===== src/rtl/instr_fetch_unit.sv =====
// Instruction fetch sequencer: reads 16-bit words from synchronous instruction memory,
// splits them into opcode/operand fields for control_unit and steps the program counter.
module instr_fetch_unit #(
    parameter int unsigned PC_W    = 8,
    parameter logic [7:0]  HALT_OP = 8'hFF
) (
    input  logic            clk,
    input  logic            rst_n,
    input  logic            start,
    output logic [PC_W-1:0] imem_addr,
    output logic            imem_rd,
    input  logic [15:0]     imem_data,
    input  logic            cu_ready,
    input  logic            pc_load,
    input  logic [PC_W-1:0] pc_load_val,
    output logic [7:0]      addr_ins,
    output logic [3:0]      operand1,
    output logic [3:0]      operand2,
    output logic            en,
    output logic [PC_W-1:0] pc,
    output logic            running
);

    typedef enum logic [2:0] {
        S_IDLE  = 3'd0,
        S_FETCH = 3'd1,
        S_WAIT  = 3'd2,
        S_ISSUE = 3'd3,
        S_EXEC  = 3'd4,
        S_HALT  = 3'd5
    } state_t;

    state_t          state;
    logic [15:0]     ir;
    logic [PC_W-1:0] next_pc;

    // Address of the instruction that follows the one now executing.
    always_comb begin
        next_pc = pc + PC_W'(1);
        if (pc_load) begin
            next_pc = pc_load_val;
        end
    end

    assign addr_ins = ir[15:8];
    assign operand1 = ir[7:4];
    assign operand2 = ir[3:0];

    // Sequencer; imem_rd, en and running are set on the edge entering the state they belong to.
    always_ff @(posedge clk or negedge rst_n) begin
        if (!rst_n) begin
            state     <= S_IDLE;
            pc        <= '0;
            ir        <= '0;
            imem_addr <= '0;
            imem_rd   <= 1'b0;
            en        <= 1'b0;
            running   <= 1'b0;
        end else begin
            case (state)
                S_IDLE, S_HALT: begin
                    en <= 1'b0;
                    if (start) begin
                        state     <= S_FETCH;
                        pc        <= '0;
                        imem_addr <= '0;
                        imem_rd   <= 1'b1;
                        running   <= 1'b1;
                    end
                end
                S_FETCH: begin
                    imem_rd <= 1'b0;
                    state   <= S_WAIT;
                end
                S_WAIT: begin
                    ir <= imem_data;
                    if (imem_data[15:8] == HALT_OP) begin
                        state   <= S_HALT;
                        running <= 1'b0;
                    end else begin
                        state <= S_ISSUE;
                        en    <= 1'b1;
                    end
                end
                S_ISSUE: begin
                    en    <= 1'b0;
                    state <= S_EXEC;
                end
                S_EXEC: begin
                    if (cu_ready) begin
                        pc        <= next_pc;
                        imem_addr <= next_pc;
                        imem_rd   <= 1'b1;
                        state     <= S_FETCH;
                    end
                end
                default: begin
                    state   <= S_IDLE;
                    imem_rd <= 1'b0;
                    en      <= 1'b0;
                    running <= 1'b0;
                end
            endcase
        end
    end

endmodule


===== config.mk =====
export PLATFORM = sky130hd
export DESIGN_NAME = instr_fetch_unit
export DESIGN_NICKNAME = d
export VERILOG_FILES = /design/src/rtl/instr_fetch_unit.sv
export SDC_FILE = /design/constraint.sdc
export NUM_CORES = 1
export LEC_CHECK = 0
export BUFFER_PORTS_ARGS = -buffer_cell sky130_fd_sc_hd__buf_2
export CAP_MARGIN = 20
export CORE_UTILIZATION = 30
export CTS_BUF_LIST = sky130_fd_sc_hd__clkbuf_16
export CTS_CLUSTER_SIZE = 16
export DETAILED_ROUTE_END_ITERATION = 10
export PLACE_DENSITY_LB_ADDON = 0.15
export SYNTH_ARGS = -nofsm -noshare
export SYNTH_HDL_FRONTEND = slang
export SYNTH_SLANG_ARGS = --single-unit

===== constraint.sdc =====
create_clock -name clk -period 1.4 [get_ports clk]
set_input_delay 0.35 -clock clk [delete_from_list [all_inputs] [get_ports clk]]
set_output_delay 0.35 -clock clk [all_outputs]
set_load 0.01 [all_outputs]

==> results of run 1 <==
## state kept, by name, indices dropped and copies added, names as in the netlist
| register | count |
|---|---|
| imem_rd | 1 |
| state | 3 |
| ir | 16 |
| running | 1 |
| en | 1 |
| pc | 8 |
## per-stage QoR
step / worst slack, ps / utilization, % / hold WS [ps] / total power, uW / TNS, ps
global route: -29.1 / 43.2 / 300 / 5150 / -217
detailed placement: -13.7 / 39.5 / 284 / 3750 / -36.4
finish: 15.7 / 43.2 / 308 / 4810 / 0
global placement: 16.2 / 39.5 / 281 / 3700 / 0
CTS: 15.2 / 42.4 / 299 / 4820 / 0
floorplan: -12.0 / - / 54.4 / 3050 / -120
## repair_timing
item,CTS,global route
endpoints found under the hold margin,11,0
endpoints found under the setup margin,6,6
hold buffers,1,0
resized for setup,1,7
pin swaps,0,6
## placed cells by master, fill, tap and decap left out, types with 2 or more instances in the layout
cell type  synthesis  final
o31ai_1            2      2
nor3_2             2      2
a21oi_1            7      7
o21a_1             2      2
nor3b_1            3      2
dfrtp_2            0      2
o21ai_0            4      4
nand4_1            3      3
mux2_4            11     11
clkbuf_16          0      5
mux2_2             6      6
buf_4              9     12
nand2_1            7      7
buf_2              3     63
nor3_1             4      4
buf_12             0      2
nor2_1             6      6
a22oi_1            4      4
o21ai_1           13     12
dfrtp_1           30     28
## final cells by class
cell class	count	area [um^2]
Timing Repair Buffer	78	455
Multi-Input combinational cell	95	786
Clock inverter	3	16.3
Inverter	2	10.0
Sequential cell	30	753
Tap cell	70	87.6
Fill cell	499	2940
Clock buffer	5	125
## worst register-to-register path: stages (launching register included)
cell and delay, ps:
dfrtp_2 490, nor3_4 240, buf_12 190, mux2_2 350
## power by group through the flow
stage / logic, uW / registers [uW] / clock network (uW)
finish: 2200 / 1600 / 1020
global route: 2400 / 1660 / 1090
CTS: 2180 / 1580 / 1060
detailed placement: 2180 / 1580 / 0
global placement: 2150 / 1560 / 0
floorplan: 1350 / 1690 / 0
## how the worst max path moves through the flow
stage | end | slack [ps] | cells past startpoint
floorplan | ir[10] | -10 | 3
global placement | pc[3] | 20 | 4
detailed placement | pc[2] | -10 | 4
CTS | pc[3] | 20 | 5
global route | pc[1] | -30 | 4
finish | ir[12] | 20 | 3
## logic make-up (layout without fill, tap and decap cells)
family                   after synthesis  after routing
AO/OA/AOI/OAI                         39             39
adder cells (fa/ha/maj)                1              1
buffers and inverters                 18             88
flip-flops                            30             30
multiplexers                          18             18
AND/OR/NAND/NOR                       37             37
## layer usage
metal / track usage [%] / routed length, um / vias up
met3: 4.76 / 192 / 2
li1: - / - / 660
met2: 24.8 / 1870 / 46
met1: 18.0 / 1760 / 656
met5: 0 / 0 / -
met4: 6.17 / 29 / 0
==> out/metrics.yaml, run 1 <==
setup_path:
  r2r_slack_ps: 20
  r2r_start: "state[2]"
  cp_data_required_time_ps: 1550
  reg2reg_to: "ir[12]"
  critPathTopFamily: "flip-flops"
  cp-end-kind: "register"
  critical_path_class: "reg2reg"
  worstRegToRegCells: 3
  cpMaxStageDelayCell: "dfrtp_2"
  slowest_delay_ps: 490
  crit_chain: "nor3_4 -> buf_12 -> mux2_2"
  cp-start-kind: "register"
  arrival_ps: 1540
  cp_max_fo: 16
  crit_start: "state[2]"
  crit_buf_inv: 1
placement:
  io_buffers: 63
  dpl.hpwl_um: 2830
  dp.cells: 274
  gp_congestion: 0.774
  dpl-instance-area_um2: 2040
power_and_ir_drop:
  p_leak_uw: 0.00104
  pwr-share-seq_pct: 33.2
  p_per_area_nw_per_um2: 2150
  internal_power_uw: 3110
  combPwrFrac_pct: 45.7
  ir_worst_vdd_mv: 0.861
  clockPowerShare_pct: 21.1
  power.share.switching_pct: 35.4
  p_switching_uw: 1700
yosys:
  synth_fp_nets: 173
  synth_area_um2: 1620
  yosys-top-cells-count: "30 x dfrtp_1, 13 x o21ai_1, 11 x mux2_4, 9 x buf_4"
  synth_top_area_share_pct: 46.3
  synth_edf_count: 0
  yosysTopAreaCell: "dfrtp_1"
  syn_inst: 143
  ys_warn_count: 0
  synthTopCellsByArea: "dfrtp_1 46%, mux2_4 10%, buf_4 4.2%"
  avgSynthCellArea_um2: 11.3
  synth-simple-area-share_pct: 14.6
  synth_compound_area_share_pct: 15.7
  synthAdderAreaFrac_pct: 0.771
  synth.most_common_cell: "dfrtp_1"
  synth-seq-area-share_pct: 46.3
  ys_ff_latch: 30
  synth.area.mux_share_pct: 15.0
  yosys.area_share.xor_xnor_pct: 0
  ys_async_sr_fraction_pct: 100
  synth_cell_types: 41
  synth_top_flop_cell: "dfrtp_1"
  synth_top_family_by_area: "compound AO/OA/AOI/OAI gates"
routing:
  dr_total_vias: 1364
  drtIter0Drc: 40
  routed_wl_um: 3850
  ant_nets: 0
  drc: 0
  post_drt_wl_per_cell_um: 13.6
  drt-pass1-iter-count: 4
  avgViaCountPerCell: 4.82
timing:
  rsz0062_at_grt: "yes"
  report.final.setup_viol: 0
  min_period_ps: 1380
  fmax_ghz: 0.722
  slew_viol_final: 0
  finalCritPeriodShare_pct: 98.9
  worstMarginPinSlew_ps: 355
  finalClockSkew_ps: 1.79
  slew_headroom_pct: 76.3
  hold_violations: 0
worst_hold_path:
  min_to: "ir[4]"
  min_from: "imem_data[4]"
  hold_class: "in2reg"
  hold_path_depth: 2
die:
  initial_utilization_pct: 31.4
  io_pins: 64
  num_rows: 26
  core_area_um2: 5170
  dieArea_um2: 5710
  fp.dieH_um: 75.6
  chipWidth_um: 75.6
final_layout:
  nNetsFinal: 242
  final_cells: 283
  drive_gt1_share_pct: 54.9
  diodes: 0
  syn_to_final_growth_pct: 37.6
  final_cell_area_um2: 2230
global_routing:
  antenna_found_initial: 0
  gr-total-overflow: 0
  first_global_vias: 1307
  grt_usage_pct: 14.9
  grt_max_degree: 21
  grt_pass1_wl_um: 6180
clock_network:
  cts_tree: "yes"
  post_cts_buffers: 0
  root_buffer: "clkbuf_16"
  cts_sinks: 30
  h-tree-depth: 2
  clock_latency_ps: 270
  cts_made_buffers: 5
  path_clk_slew_ps: 50
  clockBufferDepth: 2
outcome:
  status: "finished clean"
flow_run:
  maxCapViolations: 0
Note: power is estimated with default switching activity, not from simulation.
==> inputs of run 2 (changes only) <==
--- a/config.mk
+++ b/config.mk
@@ -11,7 +11,9 @@
 export CTS_BUF_LIST = sky130_fd_sc_hd__clkbuf_16
 export CTS_CLUSTER_SIZE = 16
 export DETAILED_ROUTE_END_ITERATION = 10
+export GPL_TIMING_DRIVEN = 0
 export PLACE_DENSITY_LB_ADDON = 0.15
+export REMOVE_ABC_BUFFERS = 1
 export SYNTH_ARGS = -nofsm -noshare
 export SYNTH_HDL_FRONTEND = slang
 export SYNTH_SLANG_ARGS = --single-unit
==> out/metrics.yaml, run 2 (synthesized netlist as in run 1, its figures left out) <==
outcome:
  status: "finished clean"
clock_network:
  path_clk_slew_ps: 50  # about the same
  clock_latency_ps: 270  # about the same
  holdBufCountCts: 0  # -1
  cts_tree: "yes"
  h-tree-depth: 2  # unchanged
  clockBufferDepth: 2  # unchanged
  cts_made_buffers: 5  # unchanged
  cts_sinks: 30  # unchanged
  root_buffer: "clkbuf_16"
die:
  chipWidth_um: 75.6  # unchanged
  io_pins: 64  # unchanged
  dieArea_um2: 5710  # unchanged
  initial_utilization_pct: 31.4  # unchanged
  fp.dieH_um: 75.6  # unchanged
  core_area_um2: 5170  # unchanged
  num_rows: 26  # unchanged
timing:
  worstMarginPinSlew_ps: 673  # +318 ps
  rsz0062_at_grt: "yes"
  slew_viol_final: 0  # unchanged
  hold_ws_ps: 120  # -187 ps
  finalClockSkew_ps: 3.25  # +1.46 ps
  finalCritPeriodShare_pct: 97.8  # -1.1 points
  slew_headroom_pct: 55.1  # -21 points
  report.final.setup_viol: 0  # unchanged
  min_period_ps: 1370  # -15.1 ps
  fmax_ghz: 0.730  # +1.1%
  hold_violations: 0  # unchanged
global_routing:
  grt_usage_pct: 14.0  # -0.98 points
  antenna_found_initial: 0  # unchanged
  grt_max_degree: 31  # +48%
  first_global_vias: 1216  # -7.0%
  grt_pass1_wl_um: 5870  # -5.1%
  gr-total-overflow: 0  # unchanged
placement:
  io_buffers: 63  # unchanged
  dpl.hpwl_um: 2470  # -13%
  dp.cells: 260  # -5.1%
  gp_congestion: 0.745  # -3.8%
  dpl-instance-area_um2: 1910  # -6.4%
final_layout:
  drive_gt1_share_pct: 55.0  # about the same
  final_cells: 281  # -0.71%
  syn_to_final_growth_pct: 36.5
  diodes: 0  # unchanged
  reg_top3: "ir (16), pc (8), state (3)"
  final_cell_area_um2: 2210  # -0.84%
  layout_common_cells: "63 x buf_2, 27 x dfrtp_1, 13 x mux2_4, 13 x o21ai_1, 11 x buf_4"
  final_common_cell: "buf_2"
  largest_register_ffs: 16  # unchanged
  regMostFlops: "ir"
  nNetsFinal: 240  # -0.83%
flow_run:
  maxCapViolations: 0  # unchanged
routing:
  highest_layer: "met4"
  wl_met2_um: 1790  # -4.2%
  met3_length_um: 183  # -4.7%
  post_drt_wl_per_cell_um: 13.0  # -4.6%
  avgViaCountPerCell: 4.85  # +0.71%
  drtIter0Drc: 95  # +140%
  ant_nets: 0  # unchanged
  dr_total_vias: 1364  # unchanged
  drt-met1-wl_um: 1640  # -6.8%
  drc: 0  # unchanged
  drt-pass1-iter-count: 2  # -2
  routed_wl_um: 3650  # -5.3%
setup_path:
  cp-start-kind: "register"
  cp-end-kind: "register"
  crit_chain: "inv_4 -> nor3_4 -> buf_12 -> mux2_2"
  worstRegToRegCells: 4  # +1
  crit_buf_inv: 2  # +1
  r2r_slack_ps: 30  # +20 ps
  cp_data_required_time_ps: 1550  # about the same
  critical_path_class: "reg2reg"
  cp_max_fo: 16  # unchanged
  r2r_start: "state[1]"
  critPathTopFamily: "flip-flops"
  cpMaxStageDelayCell: "dfrtp_2"
  slowest_delay_ps: 410  # -80 ps
  arrival_ps: 1520  # -20 ps
  reg2reg_to: "ir[12]"
power_and_ir_drop:
  p_leak_uw: 0.00104  # -0.79%
  p_per_area_nw_per_um2: 2180  # +1.4%
  ir_worst_vdd_mv: 1.15  # +34%
worst_hold_path:
  hold_class: "in2async"
[run 2: changes by cell type in the layout (fill, tap and decap cells not counted), sizes merged]
cell	previous run	this run
dlygate4sd3	1	0
buf	77	76
[run 2: cell type report]
type | instances | area [um^2]
Clock inverter | 3 | 16.3
Fill cell | 501 | 2960
Multi-Input combinational cell | 95 | 790
Tap cell | 70 | 87.6
Clock buffer | 5 | 125
Sequential cell | 30 | 757
Inverter | 2 | 10.0
Timing Repair Buffer | 76 | 429
[run 2: worst reg2reg max path, cell delays in order, from the launching register on]
cell,delay [ps]
dfrtp_2,410
inv_4,80
nor3_4,220
buf_12,190
mux2_2,350
[run 2: metrics by stage]
stage	util (%)	setup WS [ps]	total power [uW]	setup TNS, ps
6_report	42.8	30.8	4840	0
5_1_grt	42.8	-39.3	5160	-203
2_1_floorplan	-	-354	2820	-5400
3_5_place_dp	36.9	-614	3500	-11030
3_3_place_gp	36.9	-540	3440	-9790
4_1_cts	42.2	10.6	4840	0
[run 2: how the worst max path moves through the flow]
stage / start / end / slack [ps] / cells after the start
after floorplan: state[2] / ir[0] / -350 / 2
final: state[1] / ir[12] / 30 / 4
after detailed placement: state[2] / ir[14] / -610 / 2
after global routing: state[0] / pc[4] / -40 / 5
after CTS: state[0] / pc[2] / 10 / 4
after global placement: state[2] / ir[13] / -540 / 2
[run 2: timing repair]
item | 4_1_cts | 5_1_grt
resized for setup | 7 | 6
pin swaps | 7 | 4
setup buffers | 12 | 1
setup endpoints to repair | 25 | 14
[run 2: report_power, final]
| part | switching (uW) | internal (uW) | total (uW) | leakage, uW |
|---|---|---|---|---|
| sequential | 357 | 1270 | 1620 | 0.000367 |
| combinational | 974 | 1230 | 2200 | 0.000602 |
| clock | 364 | 647 | 1010 | 0.0000672 |
[run 2: per-layer routing]
| metal | GRT usage [%] | vias up |
|---|---|---|
| li1 | - | 655 |
| met1 | 17.6 | 659 |
| met2 | 22.9 | 46 |
| met3 | 3.97 | 4 |
| met4 | 4.94 | 0 |
| met5 | 0 | - |
==> inputs of run 3 (changes only) <==
--- a/config.mk
+++ b/config.mk
@@ -5,6 +5,7 @@
 export SDC_FILE = /design/constraint.sdc
 export NUM_CORES = 1
 export LEC_CHECK = 0
+export ABC_AREA = 1
 export BUFFER_PORTS_ARGS = -buffer_cell sky130_fd_sc_hd__buf_2
 export CAP_MARGIN = 20
 export CORE_UTILIZATION = 30
==> out/metrics.yaml, run 3 <==
yosys:
  avgSynthCellArea_um2: 7.21  # -36%
  synth_area_um2: 1560  # -3.6%
  syn_inst: 217  # +52%
  yosys-top-cells-count: "108 x nand2_1, 30 x dfrtp_1, 18 x nor2_1, 15 x nand3_1, 12 x inv_1"
  ys_ff_latch: 30  # unchanged
  synth_top_flop_cell: "dfrtp_1"
  synth-seq-area-share_pct: 48.0  # +1.7 points
  synth_edf_count: 0  # unchanged
  synth.most_common_cell: "nand2_1"
  ys_warn_count: 0  # unchanged
  synth_top_area_share_pct: 48.0  # +1.7 points
  synthTopCellsByArea: "dfrtp_1 48%, nand2_1 26%, nand3_1 4.8%"
  yosysTopAreaCell: "dfrtp_1"
  synth_cell_types: 20  # -51%
  ys_async_sr_fraction_pct: 100  # unchanged
global_routing:
  grt_usage_pct: 14.7  # +0.77 points
  grt_max_degree: 31  # unchanged
  gr-total-overflow: 0  # unchanged
  antenna_found_initial: 0  # unchanged
  first_global_vias: 1366  # +12%
  grt_pass1_wl_um: 6110  # +4.2%
final_layout:
  reg_top3: "ir (16), pc (8), state (3)"
  syn_to_final_growth_pct: 35.9
  largest_register_ffs: 16  # unchanged
  n_fill_cell: 528  # +5.4%
  layout_common_cells: "108 x nand2_1, 63 x buf_2, 26 x dfrtp_1"
  final_common_cell: "nand2_1"
  nNetsFinal: 310  # +29%
  diodes: 0  # unchanged
  regMostFlops: "ir"
  drive_gt1_share_pct: 32.4  # -23 points
setup_path:
  cp_data_required_time_ps: 1560  # about the same
  cp_max_fo: 6  # -10
  arrival_ps: 1460  # -60 ps
  crit_buf_inv: 2  # unchanged
  cp-end-kind: "register"
  critical_path_class: "reg2reg"
  path_common_cell: "nand2_1"
  crit_chain: "inv_2 -> nand2_1 -> nor2_4 -> buf_4 -> nand2_1 -> nand4_1 -> nand2_1"
  slowest_delay_ps: 450  # +40 ps
  critPathTopFamily: "simple AND/OR/NAND/NOR gates"
  cp-start-kind: "register"
  cpMaxStageDelayCell: "dfrtp_2"
  r2r_slack_ps: 100  # +70 ps
clock_network:
  clock_latency_ps: 270  # about the same
  cts_made_buffers: 5  # unchanged
  clockBufferDepth: 2  # unchanged
  path_clk_slew_ps: 50  # about the same
  cts_tree: "yes"
  cts_sinks: 30  # unchanged
  h-tree-depth: 2  # unchanged
  root_buffer: "clkbuf_16"
flow_run:
  maxCapViolations: 0  # unchanged
placement:
  io_buffers: 63  # unchanged
  dpl.hpwl_um: 2540  # +2.6%
  pre_cts_ws_ps: -223  # +390 ps
  gp_congestion: 0.770  # +3.4%
die:
  core_area_um2: 4880  # -5.7%
  chipWidth_um: 74.2  # -1.8%
  io_pins: 64  # unchanged
  dieArea_um2: 5510  # -3.5%
  initial_utilization_pct: 32.1  # +0.68 points
  num_rows: 25  # -3.8%
  fp.dieH_um: 74.2  # -1.8%
power_and_ir_drop:
  pwr-share-seq_pct: 32.6  # -1.0 points
  fin_total_pwr_uw: 4690  # -3.0%
  clockPowerShare_pct: 29.5  # +8.6 points
  p_per_area_nw_per_um2: 2210  # +1.1%
  ir_worst_vdd_mv: 0.938  # -18%
  p_switching_uw: 1730  # +1.8%
  internal_power_uw: 2970  # -5.6%
  power.share.switching_pct: 36.8  # +1.8 points
  combPwrFrac_pct: 38.0  # -7.5 points
  p_leak_uw: 0.00123  # +19%
routing:
  drt-pass1-iter-count: 4  # +2
  post_drt_wl_per_cell_um: 10.3  # -21%
  drtIter0Drc: 48  # -49%
  drc: 0  # unchanged
  dr_total_vias: 1492  # +9.4%
  routed_wl_um: 3580  # -1.8%
  ant_nets: 0  # unchanged
  avgViaCountPerCell: 4.29  # -12%
timing:
  worstMarginPinSlew_ps: 685  # +11.3 ps
  slew_viol_final: 0  # unchanged
  fmax_ghz: 0.771  # +5.6%
  rsz0062_at_grt: "no"
  min_period_ps: 1300  # -72.1 ps
  finalCritPeriodShare_pct: 92.6  # -5.2 points
  hold_violations: 0  # unchanged
  finalClockSkew_ps: 2.52  # -0.728 ps
  slew_headroom_pct: 54.4  # -0.75 points
  layout_setup_ws_ps: 103  # +72.1 ps
  report.final.setup_viol: 0  # unchanged
worst_hold_path:
  hold_class: "in2async"
outcome:
  status: "finished clean"
[run 3: path summary, 6_finish.rpt]
| path | from | endpoint | cells after the start |
|---|---|---|---|
| worst max-delay path | state[2] | running | 7 |
| worst min-delay path | rst_n | ir[15] | 1 |
| worst max register to register | state[2] | running | 7 |
| worst min register to register | ir[8] | ir[8] | 2 |
| max in group asynchronous | rst_n | pc[0] | 1 |
| min in group clk | imem_data[3] | ir[3] | 3 |
[run 3: repair_timing]
| action | CTS | global route |
|---|---|---|
| setup buffers | 3 | 1 |
| setup endpoints to repair | 26 | 11 |
| hold buffers | 0 | 0 |
| hold endpoints to repair | 0 | 0 |
| pin swaps | 1 | 1 |
| cloned | 0 | 0 |
| resized for setup | 1 | 8 |
[run 3: layout make-up]
type	instances	area [um^2]	area share, %
multi-input combinational	160	689	32.4
sequential	30	756	35.6
timing repair buffer	67	345	16.2
clock inverter	3	63.8	3.00
tap	67	83.8	3.94
inverter	16	62.6	2.94
clock buffer	5	125	5.89
[run 3: worst reg2reg max path, stage by stage (launching register included)]
cell and delay (ps):
dfrtp_2 450, inv_2 70, nand2_1 110, nor2_4 190, buf_4 130, nand2_1 90, nand4_1 90, nand2_1 60
[run 3: cells by family after synthesis]
kind of cell | synth area share [%]
buffers and inverters | 8.72
AOI/OAI and AO/OA | 2.72
adders and majority gates | 0.800
and+or+nand+nor | 39.8
DFF | 48.0
[run 3: layer usage]
metal,vias up,global-route usage (%),wire length [um]
li1,788,-,-
met1,668,18.1,1630
met2,31,23.9,1750
met3,5,4.47,158
met4,0,6.20,46
met5,-,0,0
[run 3: power groups by stage]
stage	sequential, uW	combinational, uW	clock [uW]
2_1_floorplan	1710	848	0
3_3_place_gp	1530	1690	0
3_5_place_dp	1530	1700	0
4_1_cts	1520	1760	1420
5_1_grt	1600	2060	1450
6_report	1530	1780	1380
[run 3: metrics by stage]
stage	util, %	TNS, ps	hold slack [ps]	std cells	instance area, um^2
after floorplan	-	0	54.4	206	1490
after global placement	38.7	-2660	448	336	1890
after detailed placement	38.7	-2270	452	336	1890
after CTS	43.1	0	162	347	2100
after global routing	43.6	0	185	348	2130
final	43.6	0	120	348	2130
